[config.mk]
export PLATFORM = sky130hd
export DESIGN_NAME = mem_bus_arbiter
export DESIGN_NICKNAME = d
export VERILOG_FILES = /design/src/rtl/mem_arb_pkg.sv /design/src/rtl/mem_arb_timeout.sv /design/src/rtl/mem_bus_arbiter.sv
export SDC_FILE = /design/constraint.sdc
export NUM_CORES = 1
export LEC_CHECK = 0
export ABC_AREA = 1
export CORE_AREA = 2 2 122 124
export CTS_BUF_LIST = sky130_fd_sc_hd__clkbuf_8
export DETAILED_ROUTE_END_ITERATION = 8
export DIE_AREA = 0 0 124 126
export GPL_TIMING_DRIVEN = 0
export SETUP_SLACK_MARGIN = 0.02
export SLEW_MARGIN = 0
export SYNTH_ARGS = -nofsm -noshare
export SYNTH_HDL_FRONTEND = slang
export SYNTH_SLANG_ARGS = --single-unit
export TNS_END_PERCENT = 1
[constraint.sdc]
create_clock -name clk -period 4.2 [get_ports clk]
set_input_delay 0.63 -clock clk [delete_from_list [all_inputs] [get_ports clk]]
set_output_delay 0.63 -clock clk [all_outputs]
set_load 0.01 [all_outputs]
[src/rtl/mem_arb_pkg.sv]
// Shared types for the two-master native-bus arbiter.
// Optional timeout support is enabled with MEM_ARB_TIMEOUT_EN.
package mem_arb_pkg;

    typedef enum logic [1:0] {
        IDLE = 2'd0,
        GNT0 = 2'd1,
        GNT1 = 2'd2
    } arb_state_t;

    typedef logic master_id_t;

    localparam master_id_t M0 = 1'b0;
    localparam master_id_t M1 = 1'b1;

    localparam logic [31:0] TIMEOUT_RDATA = 32'hDEAD_BEEF;

endpackage

[src/rtl/mem_arb_timeout.sv]
// Slave no-response watchdog for the arbiter.
// Only instantiated when MEM_ARB_TIMEOUT_EN is defined.
module mem_arb_timeout #(
    parameter logic [31:0] TIMEOUT_CYCLES = 32'd1024
) (
    input  logic clk,
    input  logic rst,
    input  logic active,
    input  logic s_ready,
    output logic expired
);

    logic [31:0] cnt_q;
    logic [31:0] cnt_d;

    // Count stalled cycles of the current transfer; zero outside a grant.
    always_comb begin
        cnt_d = '0;
        if (active && !s_ready) begin
            cnt_d = cnt_q + 32'd1;
        end
    end

    // Counter register.
    always_ff @(posedge clk) begin
        if (rst) begin
            cnt_q <= '0;
        end else begin
            cnt_q <= cnt_d;
        end
    end

    assign expired = active && !s_ready && (cnt_q == TIMEOUT_CYCLES - 32'd1);

endmodule

[src/rtl/mem_bus_arbiter.sv]
// Round-robin two-master arbiter for the PicoRV32 native memory bus.
// Define MEM_ARB_TIMEOUT_EN to add the slave no-response timeout.
module mem_bus_arbiter
    import mem_arb_pkg::*;
#(
    parameter int          ADDR_W         = 32,
    parameter logic [31:0] TIMEOUT_CYCLES = 32'd1024
) (
    input  logic              clk,
    input  logic              rst,
    input  logic              m0_valid,
    input  logic              m0_instr,
    input  logic [ADDR_W-1:0] m0_addr,
    input  logic [31:0]       m0_wdata,
    input  logic [3:0]        m0_wstrb,
    output logic              m0_ready,
    output logic [31:0]       m0_rdata,
    input  logic              m1_valid,
    input  logic              m1_instr,
    input  logic [ADDR_W-1:0] m1_addr,
    input  logic [31:0]       m1_wdata,
    input  logic [3:0]        m1_wstrb,
    output logic              m1_ready,
    output logic [31:0]       m1_rdata,
    output logic              s_valid,
    output logic              s_instr,
    output logic [ADDR_W-1:0] s_addr,
    output logic [31:0]       s_wdata,
    output logic [3:0]        s_wstrb,
    input  logic              s_ready,
    input  logic [31:0]       s_rdata,
    output logic [1:0]        grant,
    output logic              arb_err
);

    arb_state_t state_q, state_d;
    master_id_t last_q, last_d;
    logic       timeout_hit;
    logic [31:0] rsp_data;

`ifdef MEM_ARB_TIMEOUT_EN
    logic arb_err_q, arb_err_d;

    mem_arb_timeout #(
        .TIMEOUT_CYCLES(TIMEOUT_CYCLES)
    ) u_timeout (
        .clk    (clk),
        .rst    (rst),
        .active (s_valid),
        .s_ready(s_ready),
        .expired(timeout_hit)
    );

    // Timeout flag stays set until reset.
    always_comb begin
        arb_err_d = arb_err_q | timeout_hit;
    end

    // Sticky error register.
    always_ff @(posedge clk) begin
        if (rst) begin
            arb_err_q <= 1'b0;
        end else begin
            arb_err_q <= arb_err_d;
        end
    end

    assign arb_err = arb_err_q;
`else
    logic unused_cfg;
    assign unused_cfg  = ^TIMEOUT_CYCLES;
    assign timeout_hit = 1'b0;
    assign arb_err     = 1'b0;
`endif

    assign rsp_data = timeout_hit ? TIMEOUT_RDATA : s_rdata;

    // Next-state, round-robin choice and granted-master output mux.
    always_comb begin
        state_d  = state_q;
        last_d   = last_q;
        s_valid  = 1'b0;
        s_instr  = 1'b0;
        s_addr   = '0;
        s_wdata  = '0;
        s_wstrb  = '0;
        m0_ready = 1'b0;
        m0_rdata = '0;
        m1_ready = 1'b0;
        m1_rdata = '0;
        grant    = 2'b00;
        unique case (state_q)
            IDLE: begin
                if (m0_valid && m1_valid) begin
                    state_d = (last_q == M1) ? GNT0 : GNT1;
                end else if (m0_valid) begin
                    state_d = GNT0;
                end else if (m1_valid) begin
                    state_d = GNT1;
                end
            end
            GNT0: begin
                grant    = 2'b01;
                s_valid  = m0_valid;
                s_instr  = m0_instr;
                s_addr   = m0_addr;
                s_wdata  = m0_wdata;
                s_wstrb  = m0_wstrb;
                m0_ready = s_ready | timeout_hit;
                m0_rdata = rsp_data;
                if (s_ready || timeout_hit) begin
                    state_d = IDLE;
                    last_d  = M0;
                end else if (!m0_valid) begin
                    state_d = IDLE;
                end
            end
            GNT1: begin
                grant    = 2'b10;
                s_valid  = m1_valid;
                s_instr  = m1_instr;
                s_addr   = m1_addr;
                s_wdata  = m1_wdata;
                s_wstrb  = m1_wstrb;
                m1_ready = s_ready | timeout_hit;
                m1_rdata = rsp_data;
                if (s_ready || timeout_hit) begin
                    state_d = IDLE;
                    last_d  = M1;
                end else if (!m1_valid) begin
                    state_d = IDLE;
                end
            end
            default: begin
                state_d = IDLE;
            end
        endcase
    end

    // State and last-winner registers; M0 wins the first tie after reset.
    always_ff @(posedge clk) begin
        if (rst) begin
            state_q <= IDLE;
            last_q  <= M1;
        end else begin
            state_q <= state_d;
            last_q  <= last_d;
        end
    end

endmodule
==> metrics.cfg, run 1 <==
[worst_setup_path]
cp_slowest_cell=clkdlybuf4s50_1
startpoint_type=flop
cp_cell_sequence=inv_1, ha_1, buf_2, buf_4, nand2_1, a21oi_1, clkdlybuf4s50_1
cp.arrival_ns=2.27
cpPeakStageDelay_ns=0.58
reg2reg_depth=9
worstSetupEndpoint=s_wstrb[0]
required_ns=3.57
reg2reg_slack_ns=2.81
startpoint=state_q[1]
crit_path_end_kind=output pin
crit_fanout=10
rr_startpoint=state_q[0]
r2r-end=state_q[0]
critPathKind=reg -> out

[routing]
wirelength_met1_mm=4.23
drtAntennaViolNets=0
drc=0
vias_per_cell=3.84
drtIter0Drc=77
drt_wl_total_mm=11.0
post_drt_wl_per_cell_um=12.0
highest_layer=met4
firstDrtPassIters=4
met2_length_mm=5.48
wl_met3_mm=1.13
route.vias.total=3507

[clock_tree]
cts_sinks=3
cts_setup_buffers=0
clk_path_buf_depth=2
cts_resized=0
cts_made_buffers=3
worstSkewPairLatency_ns=0.22
cts-root-buf=clkbuf_8
cts_tree=built
cts_max_level=1
ctsHoldBuffers=0
clk_pin_slew_ns=0.03

[yosys]
synthesis.area_mm2=0.00178
synth_seq_cells=3
seq_area_frac_synth_pct=3.38
syn_area_per_cell_um2=4.30
yosysWarnings=0
syn_nets=593
synthDistinctLibCells=13
synth_cells=413

[final_layout]
postLayoutCoreUtil_pct=36.1
regArea_um2=60.1
final_cell_area_mm2=0.00517
fillCellCount=1589
drive_gt1_share_pct=3.43
final_cell_mix=clkdlybuf4s50_1, nand2_1, inv_1
syn_to_final_growth_pct=191
final_nets=910
antenna_cells=0
final_common_cell=clkdlybuf4s50_1
multi_input_area_mm2=0.00128

[floorplanning]
fp.dieH_um=126
design.die.area_mm2=0.0156
core-area_mm2=0.0143
io_pins=314
rows=44
start_util_pct=12.4
die_x_um=124

[sta]
hold_viol=0
skew_ns=0.00121
fin_crit_sh_pct=69.1
finalCriticalPeriod_ns=2.90
finalSetupViolCount=0
setup_ws_ns=1.30
maxSlewViolCount=0
rsz0062_at_grt=false
max_freq_mhz=345
tns_ns=0

[place]
gp_congestion=0.757
dp_hpwl_mm=9.27
io_buffers=312
pre_cts_slack_ns=1.50
place_area_mm2=0.00513

[grt]
grt_pass1_vias=3310
grt_max_degree=11
grt_overflow=0
grt_usage_pct=13.0
grt_pass1_wl_mm=16.2
antenna_found_initial=0

[power]
vdd_drop_max_mv=0.0787
p_leak_nw=2.34
p_per_area_mw_per_mm2=190

[min_path]
min-delay-path-class=reg -> reg
worstHoldPathCells=2

[flow_run]
cap_viol_max_count=0

[status]
status=completed

-- cell usage after synthesis --
cell,count,area (um2)
nand2_1,218,818
inv_1,73,274
a21oi_1,71,355
buf_2,15,75.1
clkbuf_1,11,41.3
nor2_1,7,26.3
buf_4,6,45.0
ha_1,5,62.6
dfxtp_1,3,60.1
conb_1,1,3.75
inv_2,1,3.75
nand3_1,1,5.00
nor3_1,1,5.00
-- registers in the layout, indices dropped and copies added (netlist names) --
register and cells:
last_q 1, state_q 2
-- critical path, delay by kind of cell (launching register included) --
kind            cells  cell delay [ns]
buf+inv             4             1.26
simple gates        1             0.06
flops               1             0.31
compound gates      1             0.19
fa+ha+maj           1             0.22
-- kinds of logic (layout without fill, tap and decap cells) --
logic type / count (synthesis) / count (layout) / synth area share, %
AND/OR/NAND/NOR: 227 / 227 / 48.1
other: 1 / 1 / 0.211
flip-flops: 3 / 3 / 3.38
AO/OA/AOI/OAI: 71 / 71 / 20.0
buffers and inverters: 106 / 422 / 24.7
adder cells (fa/ha/maj): 5 / 5 / 3.52
-- cell type report --
class / instances / area share (%)
Clock buffer: 3 / 0.798
Tap cell: 184 / 4.45
Sequential cell: 3 / 1.16
Timing Repair Buffer: 312 / 60.4
Buffer: 32 / 3.12
Clock inverter: 1 / 0.0726
Multi-Input combinational cell: 304 / 24.7
Inverter: 74 / 5.37
-- power breakdown --
part | internal [W] | switching [W] | total (W) | leakage (nW)
combinational | 0.000451 | 0.000414 | 0.000865 | 2.28
clock | 0.0000623 | 0.0000204 | 0.0000828 | 0.0269
sequential | 0.0000328 | 0.00000295 | 0.0000358 | 0.0248
-- worst min path at each step --
stage	start	endpoint	slack, ns
CTS	last_q	last_q	0.46
floorplan	last_q	last_q	0.43
global placement	last_q	last_q	0.45
detailed placement	last_q	last_q	0.45
finish	last_q	last_q	0.45
global route	last_q	last_q	0.48
-- stage by stage --
step           hold WS [ns]  power [W]  std cells
3_3_place_gp          0.447   0.000917        909
4_1_cts               0.455    0.00100        913
6_report              0.452   0.000983        913
5_1_grt               0.477    0.00108        913
3_5_place_dp          0.449   0.000913        909
2_1_floorplan         0.426   0.000396        413
-- layer usage --
layer  track usage, %  vias to the layer above
li1                 -                     1848
met2             24.7                      186
met1             14.3                     1463
met3             3.03                       10
met4             2.91                        0
met5                0                        -
Note: power is estimated with default switching activity, not from simulation.
==> run 2: changes to the inputs <==
CORE_AREA = 2 2 121 123   (was 2 2 122 124)
DIE_AREA = 0 0 123 125   (was 0 0 124 126)
clock period = 2.69 ns   (was 4.2 ns; I/O delays follow)
==> metrics.cfg, run 2 (synthesized netlist as in run 1, its figures left out) <==
[floorplanning]
fp.dieH_um=125
die_x_um=123
core-area_mm2=0.0142
io_pins=314
design.die.area_mm2=0.0154
start_util_pct=12.5
rows=44

[worst_setup_path]
crit_fanout=10
reg2reg_depth=6
rr_startpoint=state_q[0]
reg2reg_slack_ns=1.30
crit_path_end_kind=output pin
required_ns=2.29
r2r-end=last_q
cp.arrival_ns=2.16
startpoint_type=flop
critPathKind=reg -> out

[sta]
rsz0062_at_grt=true
skew_ns=0.00209
finalSetupViolCount=0
finalCriticalPeriod_ns=2.56
fin_crit_sh_pct=95.2
tns_ns=0
max_freq_mhz=390
hold_viol=0
maxSlewViolCount=0

[routing]
drtAntennaViolNets=0
drt_wl_total_mm=12.3
post_drt_wl_per_cell_um=13.5
drc=0
vias_per_cell=3.85
firstDrtPassIters=4
route.vias.total=3511
drtIter0Drc=85

[clock_tree]
cts_max_level=1
cts-root-buf=clkbuf_8
cts_setup_buffers=0
cts_made_buffers=3
clk_pin_slew_ns=0.03
worstSkewPairLatency_ns=0.21
ctsHoldBuffers=0
cts_tree=built
clk_path_buf_depth=2
cts_sinks=3

[final_layout]
final_cells=913
reg.largest.list=state_q: 2 flops, last_q: 1 flops
final_cell_mix=clkdlybuf4s50_1, nand2_1, inv_1
regMostFlops=state_q
final_common_cell=clkdlybuf4s50_1
largest_reg_flops=2
drive_gt1_share_pct=4.80
multi_input_area_mm2=0.00128
regArea_um2=60.1
syn_to_final_growth_pct=194
fillCellCount=1587
antenna_cells=0
final_nets=910
final_cell_area_mm2=0.00522

[place]
dpl.cell_count=909
io_buffers=312
gp_congestion=0.841
place_area_mm2=0.00513
dp_hpwl_mm=10.5

[power]
p_leak_nw=2.48
p_seq_share_pct=3.5
sw_frac_of_total_pct=45.1
p_per_area_mw_per_mm2=303
p_int_w=0.000867
comb_power_share_pct=88.5
switchingPower_w=0.000713
vdd_drop_max_mv=0.0963
clkPwrFrac_pct=8.0

[min_path]
min-delay-path-class=reg -> reg
hold_end=last_q
worstHoldPathCells=2
worstHoldStart=last_q

[grt]
grt_pass1_wl_mm=17.9
grt_overflow=0
grt_usage_pct=14.7
grt_max_degree=11
antenna_found_initial=0
grt_pass1_vias=3332

[flow_run]
cap_viol_max_count=0

[status]
status=completed

## run 2: worst max path at each step
stage | from | endpoint | slack, ns | cells past startpoint
floorplan | state_q[0] | s_wdata[10] | 1.03 | 6
global placement | state_q[1] | s_wdata[29] | -0.0007 | 7
detailed placement | state_q[1] | s_wdata[29] | -0.02 | 7
CTS | state_q[0] | s_addr[10] | 0.02 | 7
global route | state_q[1] | s_addr[10] | -0.06 | 6
finish | state_q[0] | s_wstrb[3] | 0.13 | 6
## run 2: worst max-delay path: stages (launching register included)
cell	delay (ns)
dfxtp_1	0.35
inv_1	0.10
ha_1	0.31
inv_2	0.16
clkbuf_1	0.40
a21oi_1	0.09
clkdlybuf4s50_1	0.53
## run 2: per-stage QoR
| stage | worst slack [ns] | hold WS (ns) | total power, W | util, % |
|---|---|---|---|---|
| global route | -0.0565 | 0.464 | 0.00173 | 36.8 |
| floorplan | 1.03 | 0.426 | 0.000618 | - |
| detailed placement | -0.0188 | 0.445 | 0.00147 | 36.1 |
| CTS | 0.0236 | 0.455 | 0.00162 | 36.6 |
| global placement | -0.000724 | 0.449 | 0.00147 | 36.1 |
| finish | 0.128 | 0.450 | 0.00158 | 36.8 |
## run 2: cell type report
cell class                      instances  share of cell area (%)
Clock inverter                          1                  0.0719
Inverter                               74                    5.32
Multi-Input combinational cell        304                    24.6
Sequential cell                         3                    1.15
Buffer                                 32                    3.64
Clock buffer                            3                   0.791
Tap cell                              184                    4.41
Timing Repair Buffer                  312                    60.1
## run 2: power groups by stage
stage	logic, W	registers (W)	clock network, W
3_3_place_gp	0.00141	0.0000563	0
5_1_grt	0.00154	0.0000566	0.000137
2_1_floorplan	0.000563	0.0000554	0
6_report	0.00140	0.0000557	0.000126
3_5_place_dp	0.00141	0.0000565	0
4_1_cts	0.00143	0.0000558	0.000130
## run 2: metal layers
metal  share of wire, %  track usage (%)  vias to the layer above
li1                   -                -                     1841
met1                 38             16.3                     1468
met2                 51             28.7                      198
met3                 11             3.42                        4
met4               0.40             1.80                        0
met5                  0                0                        -
## run 2: what timing repair did
| action | 4_1_cts | 5_1_grt |
|---|---|---|
| endpoints found under the setup margin | 41 | 56 |
| endpoints found under the hold margin | 0 | 0 |
| resized for setup | 13 | 18 |
